$ cat src/rtl/dmem_access_ctrl.sv
// Data-memory access controller between the MEM stage and a valid/ready data bus.
// Checks legality, formats store lanes, aligns load data and stalls the pipeline.
module dmem_access_ctrl #(
    parameter int TIMEOUT_CYCLES = 64
) (
    input  logic        clk,
    input  logic        rst_n,
    input  logic        mem_read,
    input  logic        mem_write,
    input  logic [2:0]  write_type,
    input  logic [31:0] mem_addr,
    input  logic [31:0] write_data,
    output logic [31:0] mem_read_data,
    output logic        stall,
    output logic        access_err,
    output logic        bus_req_valid,
    input  logic        bus_req_ready,
    output logic        bus_we,
    output logic [31:0] bus_addr,
    output logic [31:0] bus_wdata,
    output logic [3:0]  bus_wstrb,
    input  logic        bus_rsp_valid,
    input  logic [31:0] bus_rdata,
    input  logic        bus_rsp_err
);

    localparam int CW = (TIMEOUT_CYCLES > 2) ? $clog2(TIMEOUT_CYCLES) : 1;
    localparam logic [CW-1:0] CNT_LAST = CW'(TIMEOUT_CYCLES - 1);

    typedef enum logic [1:0] {
        S_IDLE,
        S_REQ,
        S_RESP,
        S_DONE
    } state_t;

    state_t        state_q, state_d;
    logic [31:0]   rdata_q, rdata_d;
    logic          err_q, err_d;
    logic          req_valid_q, req_valid_d;
    logic          we_q, we_d;
    logic [31:0]   addr_q, addr_d;
    logic [31:0]   wdata_q, wdata_d;
    logic [3:0]    wstrb_q, wstrb_d;
    logic [CW-1:0] cnt_q, cnt_d;
    logic          is_write_q, is_write_d;
    logic [1:0]    off_q, off_d;

    logic          req;
    logic          legal;
    logic [3:0]    fmt_wstrb;
    logic [31:0]   fmt_wdata;

    assign req   = mem_read | mem_write;
    assign stall = req & (state_q != S_DONE);

    // A simultaneous read and write strobe is handled as a write.
    always_comb begin
        legal = 1'b0;
        if (mem_write) begin
            case (write_type)
                3'b000:  legal = 1'b1;
                3'b001:  legal = ~mem_addr[0];
                3'b010:  legal = (mem_addr[1:0] == 2'b00);
                default: legal = 1'b0;
            endcase
        end else begin
            case (write_type)
                3'b000, 3'b100: legal = 1'b1;
                3'b001, 3'b101: legal = ~mem_addr[0];
                3'b010:         legal = (mem_addr[1:0] == 2'b00);
                default:        legal = 1'b0;
            endcase
        end
    end

    always_comb begin
        fmt_wstrb = 4'b1111;
        fmt_wdata = write_data;
        case (write_type[1:0])
            2'b00: begin
                fmt_wstrb = 4'b0001 << mem_addr[1:0];
                fmt_wdata = {4{write_data[7:0]}};
            end
            2'b01: begin
                fmt_wstrb = 4'b0011 << {mem_addr[1], 1'b0};
                fmt_wdata = {2{write_data[15:0]}};
            end
            default: begin
                fmt_wstrb = 4'b1111;
                fmt_wdata = write_data;
            end
        endcase
    end

    always_ff @(posedge clk or negedge rst_n) begin
        if (!rst_n) begin
            state_q     <= S_IDLE;
            rdata_q     <= '0;
            err_q       <= 1'b0;
            req_valid_q <= 1'b0;
            we_q        <= 1'b0;
            addr_q      <= '0;
            wdata_q     <= '0;
            wstrb_q     <= '0;
            cnt_q       <= '0;
            is_write_q  <= 1'b0;
            off_q       <= '0;
        end else begin
            state_q     <= state_d;
            rdata_q     <= rdata_d;
            err_q       <= err_d;
            req_valid_q <= req_valid_d;
            we_q        <= we_d;
            addr_q      <= addr_d;
            wdata_q     <= wdata_d;
            wstrb_q     <= wstrb_d;
            cnt_q       <= cnt_d;
            is_write_q  <= is_write_d;
            off_q       <= off_d;
        end
    end

    always_comb begin
        state_d = state_q;
        case (state_q)
            S_IDLE: begin
                if (req) begin
                    state_d = legal ? S_REQ : S_DONE;
                end
            end
            S_REQ: begin
                if (bus_req_ready) begin
                    state_d = S_RESP;
                end
            end
            S_RESP: begin
                if (bus_rsp_valid || (cnt_q == CNT_LAST)) begin
                    state_d = S_DONE;
                end
            end
            S_DONE:  state_d = S_IDLE;
            default: state_d = S_IDLE;
        endcase
    end

    // Bus fields are loaded only at capture so they stay stable for the whole REQ phase.
    always_comb begin
        rdata_d     = rdata_q;
        err_d       = err_q;
        req_valid_d = req_valid_q;
        we_d        = we_q;
        addr_d      = addr_q;
        wdata_d     = wdata_q;
        wstrb_d     = wstrb_q;
        cnt_d       = cnt_q;
        is_write_d  = is_write_q;
        off_d       = off_q;
        case (state_q)
            S_IDLE: begin
                if (req) begin
                    is_write_d = mem_write;
                    off_d      = mem_addr[1:0];
                    if (legal) begin
                        req_valid_d = 1'b1;
                        we_d        = mem_write;
                        addr_d      = {mem_addr[31:2], 2'b00};
                        wdata_d     = mem_write ? fmt_wdata : 32'h0;
                        wstrb_d     = mem_write ? fmt_wstrb : 4'b0000;
                    end else begin
                        err_d   = 1'b1;
                        rdata_d = 32'h0;
                    end
                end
            end
            S_REQ: begin
                if (bus_req_ready) begin
                    req_valid_d = 1'b0;
                    cnt_d       = '0;
                end
            end
            S_RESP: begin
                cnt_d = cnt_q + CW'(1);
                if (bus_rsp_valid) begin
                    rdata_d = is_write_q ? 32'h0 : (bus_rdata >> {off_q, 3'b000});
                    err_d   = bus_rsp_err;
                end else if (cnt_q == CNT_LAST) begin
                    err_d   = 1'b1;
                    rdata_d = 32'h0;
                end
            end
            S_DONE: begin
                err_d = 1'b0;
            end
            default: begin
                err_d = 1'b0;
            end
        endcase
    end

    assign mem_read_data = rdata_q;
    assign access_err    = err_q;
    assign bus_req_valid = req_valid_q;
    assign bus_we        = we_q;
    assign bus_addr      = addr_q;
    assign bus_wdata     = wdata_q;
    assign bus_wstrb     = wstrb_q;

endmodule
$ cat config.mk
export PLATFORM = sky130hd
export DESIGN_NAME = dmem_access_ctrl
export DESIGN_NICKNAME = d
export VERILOG_FILES = /design/src/rtl/dmem_access_ctrl.sv
export SDC_FILE = /design/constraint.sdc
export NUM_CORES = 1
export LEC_CHECK = 0
export CAP_MARGIN = 5
export CORE_ASPECT_RATIO = 0.6
export CORE_UTILIZATION = 30
export DETAILED_ROUTE_END_ITERATION = 8
export PLACE_DENSITY = 0.65
export SYNTH_ARGS = -nofsm -noshare
export SYNTH_HDL_FRONTEND = slang
export SYNTH_SLANG_ARGS = --single-unit
export TNS_END_PERCENT = 100
$ cat constraint.sdc
create_clock -name clk -period 2.5 [get_ports clk]
set_clock_uncertainty 0.1 [all_clocks]
set_input_delay 0.375 -clock clk [delete_from_list [all_inputs] [get_ports clk]]
set_output_delay 0.375 -clock clk [all_outputs]
set_load 0.05 [all_outputs]
==> run_results.csv <==
group,metric,value,unit
global_route,grt_pass1_vias,4567,
power_and_ir_drop,power.net_switching,4910,µW
power_and_ir_drop,intPower,5640,µW
final_layout,area_delta_synth_final,51.8,%
critical_path,crit_fanout,29,
floorplan,rows,37,
clock_tree,cts_buffer_depth,2,
hold_path,holdCritPathClass,"in2async",
sta,period_needed,2.30,ns
sta,timing.hold.ws,0.368,ns
yosys,synth_cell_types,44,
final_layout,multiInputGateArea,0.00237,mm²
clock_tree,worstSkewPairLatency,0.34,ns
drt,ant_nets,0,
placed_design,dp_hpwl,11800,µm
power_and_ir_drop,power_frac_seq,28.4,%
drt,post_drt_wl_per_cell,16.4,µm
sta,rsz0062_at_grt,"no",
clock_tree,cts-root-buf,"clkbuf_16",
floorplan,coreArea,0.0173,mm²
yosys,ys_seq_elements,112,
final_layout,register_area,0.00280,mm²
critical_path,start_kind,"flip-flop",
sta,setup_viol,0,
yosys,netlist.area_leader.share,52.4,%
floorplan,dieArea,0.0184,mm²
drt,drt_wl_total,15300,µm
yosys,syn_area,0.00535,mm²
yosys,ys.warnings.count,0,
sta,relSlewSlack,39.5,%
sta,report.final.slew_viol_count,0,
sta,setup_tns,0,ns
global_route,grt_pass1_wl,24700,µm
clock_tree,cts.clk_slew.worst_paths,0.07,ns
power_and_ir_drop,combPwrFrac,57.9,%
clock_tree,cts_tree,"done",
drt,drt_iter0_markers,211,
final_layout,layout-drive-gt1-share,14.0,%
power_and_ir_drop,p_leak,0.00353,µW
sta,min_period_over_period,91.9,%
placed_design,place_congestion,0.859,
final_layout,diodes,0,
drt,vias,4420,
power_and_ir_drop,pwr_density_cell,1300,mW/mm²
flow_run,maxCapViolCount,0,
floorplan,num_io_pins,210,
yosys,synth.area.top_cells,"dfrtp_1 52%, mux2_2 11%, mux2i_1 9.7%",
global_route,grt_max_degree,64,
global_route,grt_usage,16.9,%
drt,vias_per_cell,4.76,
yosys,syn_avg_cell_area,11.2,µm²
clock_tree,cts_setup_buffers,0,
status,outcome,"finished clean",
final_layout,nets,802,
sta,finalHoldViolCount,0,
critical_path,crit_path_end_kind,"flip-flop",
drt,drc,0,
yosys,yosysTopAreaCell,"dfrtp_1",
floorplan,initial_utilization,30.9,%
power_and_ir_drop,ir_worst_vdd,0.000658,V
final_layout,fillers,1612,
drt,dr.pass1.iters,4,
critical_path,crit_arrival,2.43,ns
clock_tree,cts.sinks,112,
power_and_ir_drop,swShare,46.5,%
floorplan,die_h,105,µm
clock_tree,cts_max_level,3,
sta,fmax,0.435,GHz
yosys,ys_seq_area_share,52.4,%
global_route,grt_overflow,0,
placed_design,io_buffers,207,
yosys,syn_inst,478,
critical_path,worstSetupPathType,"reg2reg",
clock_tree,numCtsBuffers,9,
global_route,grt_antenna_before_repair,1,
power_and_ir_drop,clkPwrFrac,13.7,%
critical_path,crit_required,2.63,ns
floorplan,die_x,174,µm
sta,worstMarginPinSlew,0.904,ns
per-stage QoR:
stage	instance area (µm²)	worst slack (ns)	total power [µW]	util [%]	instances
floorplan	5360	0.436	7000	-	479
global placement	7820	0.0643	9050	45.2	912
detailed placement	7820	0.00611	9180	45.2	912
CTS	8130	0.203	10700	46.9	928
global route	8130	0.0653	11100	46.9	928
finish	8130	0.202	10600	46.9	928
layout make-up:
cell class                      count  share of cell area (%)
Timing Repair Buffer              232                    28.5
Clock inverter                      5                   0.832
Sequential cell                   112                    34.5
Clock buffer                       10                    2.82
Inverter                           12                   0.554
Multi-Input combinational cell    323                    29.1
Tap cell                          234                    3.60
what timing repair did:
| item | 4_1_cts | 5_1_grt |
|---|---|---|
| resized for setup | 0 | 0 |
| hold endpoints to repair | 18 | 0 |
| hold buffers | 1 | 0 |
kinds of logic (layout without fill, tap and decap cells):
kind of cell,after synthesis,count (layout),share of synthesized area (%)
buffers and inverters,44,259,3.67
AND/OR/NAND/NOR,116,116,9.68
XOR/XNOR,1,1,0.164
other,1,2,0.0701
multiplexers,107,107,21.3
adder cells (fa/ha/maj),6,6,1.40
flip-flops,112,112,52.4
AO/OA/AOI/OAI,91,91,11.4
cells in the mapped netlist, drive strengths merged:
| cell type | number |
|---|---|
| dfrtp | 112 |
| mux2 | 55 |
| mux2i | 52 |
| nand2 | 48 |
| nor2 | 40 |
| o21ai | 33 |
| a211oi | 16 |
| buf | 16 |
| clkbuf | 16 |
| a21oi | 12 |
| inv | 12 |
| nor2b | 11 |
| a22o | 9 |
| a2bb2oi | 7 |
| ha | 6 |
| nand2b | 3 |
| nor3 | 3 |
| o31ai | 3 |
| and3 | 2 |
| or2 | 2 |
| or3 | 2 |
| a211o | 1 |
| a221oi | 1 |
| a311oi | 1 |
| a32o | 1 |
| conb | 1 |
| nand3 | 1 |
| nand4 | 1 |
| nand4bb | 1 |
| nor3b | 1 |
| nor4 | 1 |
| o211ai | 1 |
| o21ba | 1 |
| o21bai | 1 |
| o22a | 1 |
| o22ai | 1 |
| o311ai | 1 |
| o31a | 1 |
| xnor2 | 1 |
cells in the final DEF (no fill, tap or decap), drive strengths merged, types with 2 or more instances in the layout:
cell type and n:
inv 13, nor2 40, dfrtp 112, nor2b 11
clkbuf 10, a22o 9, ha 6, a21oi 12
clkdlybuf4s50 205, conb 2, or3 2, nor3 3
clkinv 3, a2bb2oi 7, and3 2, mux2i 52
or2 2, a211oi 16, nand2 48, nand2b 3
mux2 55, o31ai 3, o21ai 33, buf 26
critical path, stage by stage (launching register included):
cell and delay (ns):
dfrtp_1 0.41, inv_1 0.14, ha_1 0.38, inv_1 0.14, a311oi_2 0.43, nor3_4 0.07, buf_12 0.18, mux2_1 0.32
worst paths after layout:
check                      slack [ns]     startpoint  cells past startpoint                end
setup / recovery                 0.20     state_q[0]                      7  mem_read_data[12]
hold / removal                   0.37          rst_n                      2  mem_read_data[12]
setup reg to reg                 0.20     state_q[0]                      7  mem_read_data[12]
hold reg to reg                  0.38  bus_wdata[29]                      2      bus_wdata[29]
max in group asynchronous        1.21          rst_n                      3        bus_addr[6]
min in group clk                 0.38  bus_wdata[29]                      2      bus_wdata[29]
routing by layer:
layer / GRT usage, % / share of wire, %
met1: 23.6 / 49
met2: 25.6 / 43
met3: 5.52 / 7.9
met4: 2.88 / 0.37
met5: 0 / 0.085
sequential cells by signal, summed over array words and instances (netlist names), 2 cells and up:
name           count
bus_addr          30
bus_wdata         32
bus_wstrb          4
cnt_q              6
mem_read_data     32
off_q              2
state_q            2
power groups by stage:
stage          clock network, µW  registers (µW)  logic, µW
2_1_floorplan                  0            5170       1830
3_3_place_gp                   0            3000       6050
3_5_place_dp                   0            3030       6150
4_1_cts                     1490            3010       6160
5_1_grt                     1560            3090       6440
6_report                    1440            3000       6110
(Power assumes the default switching activity.)
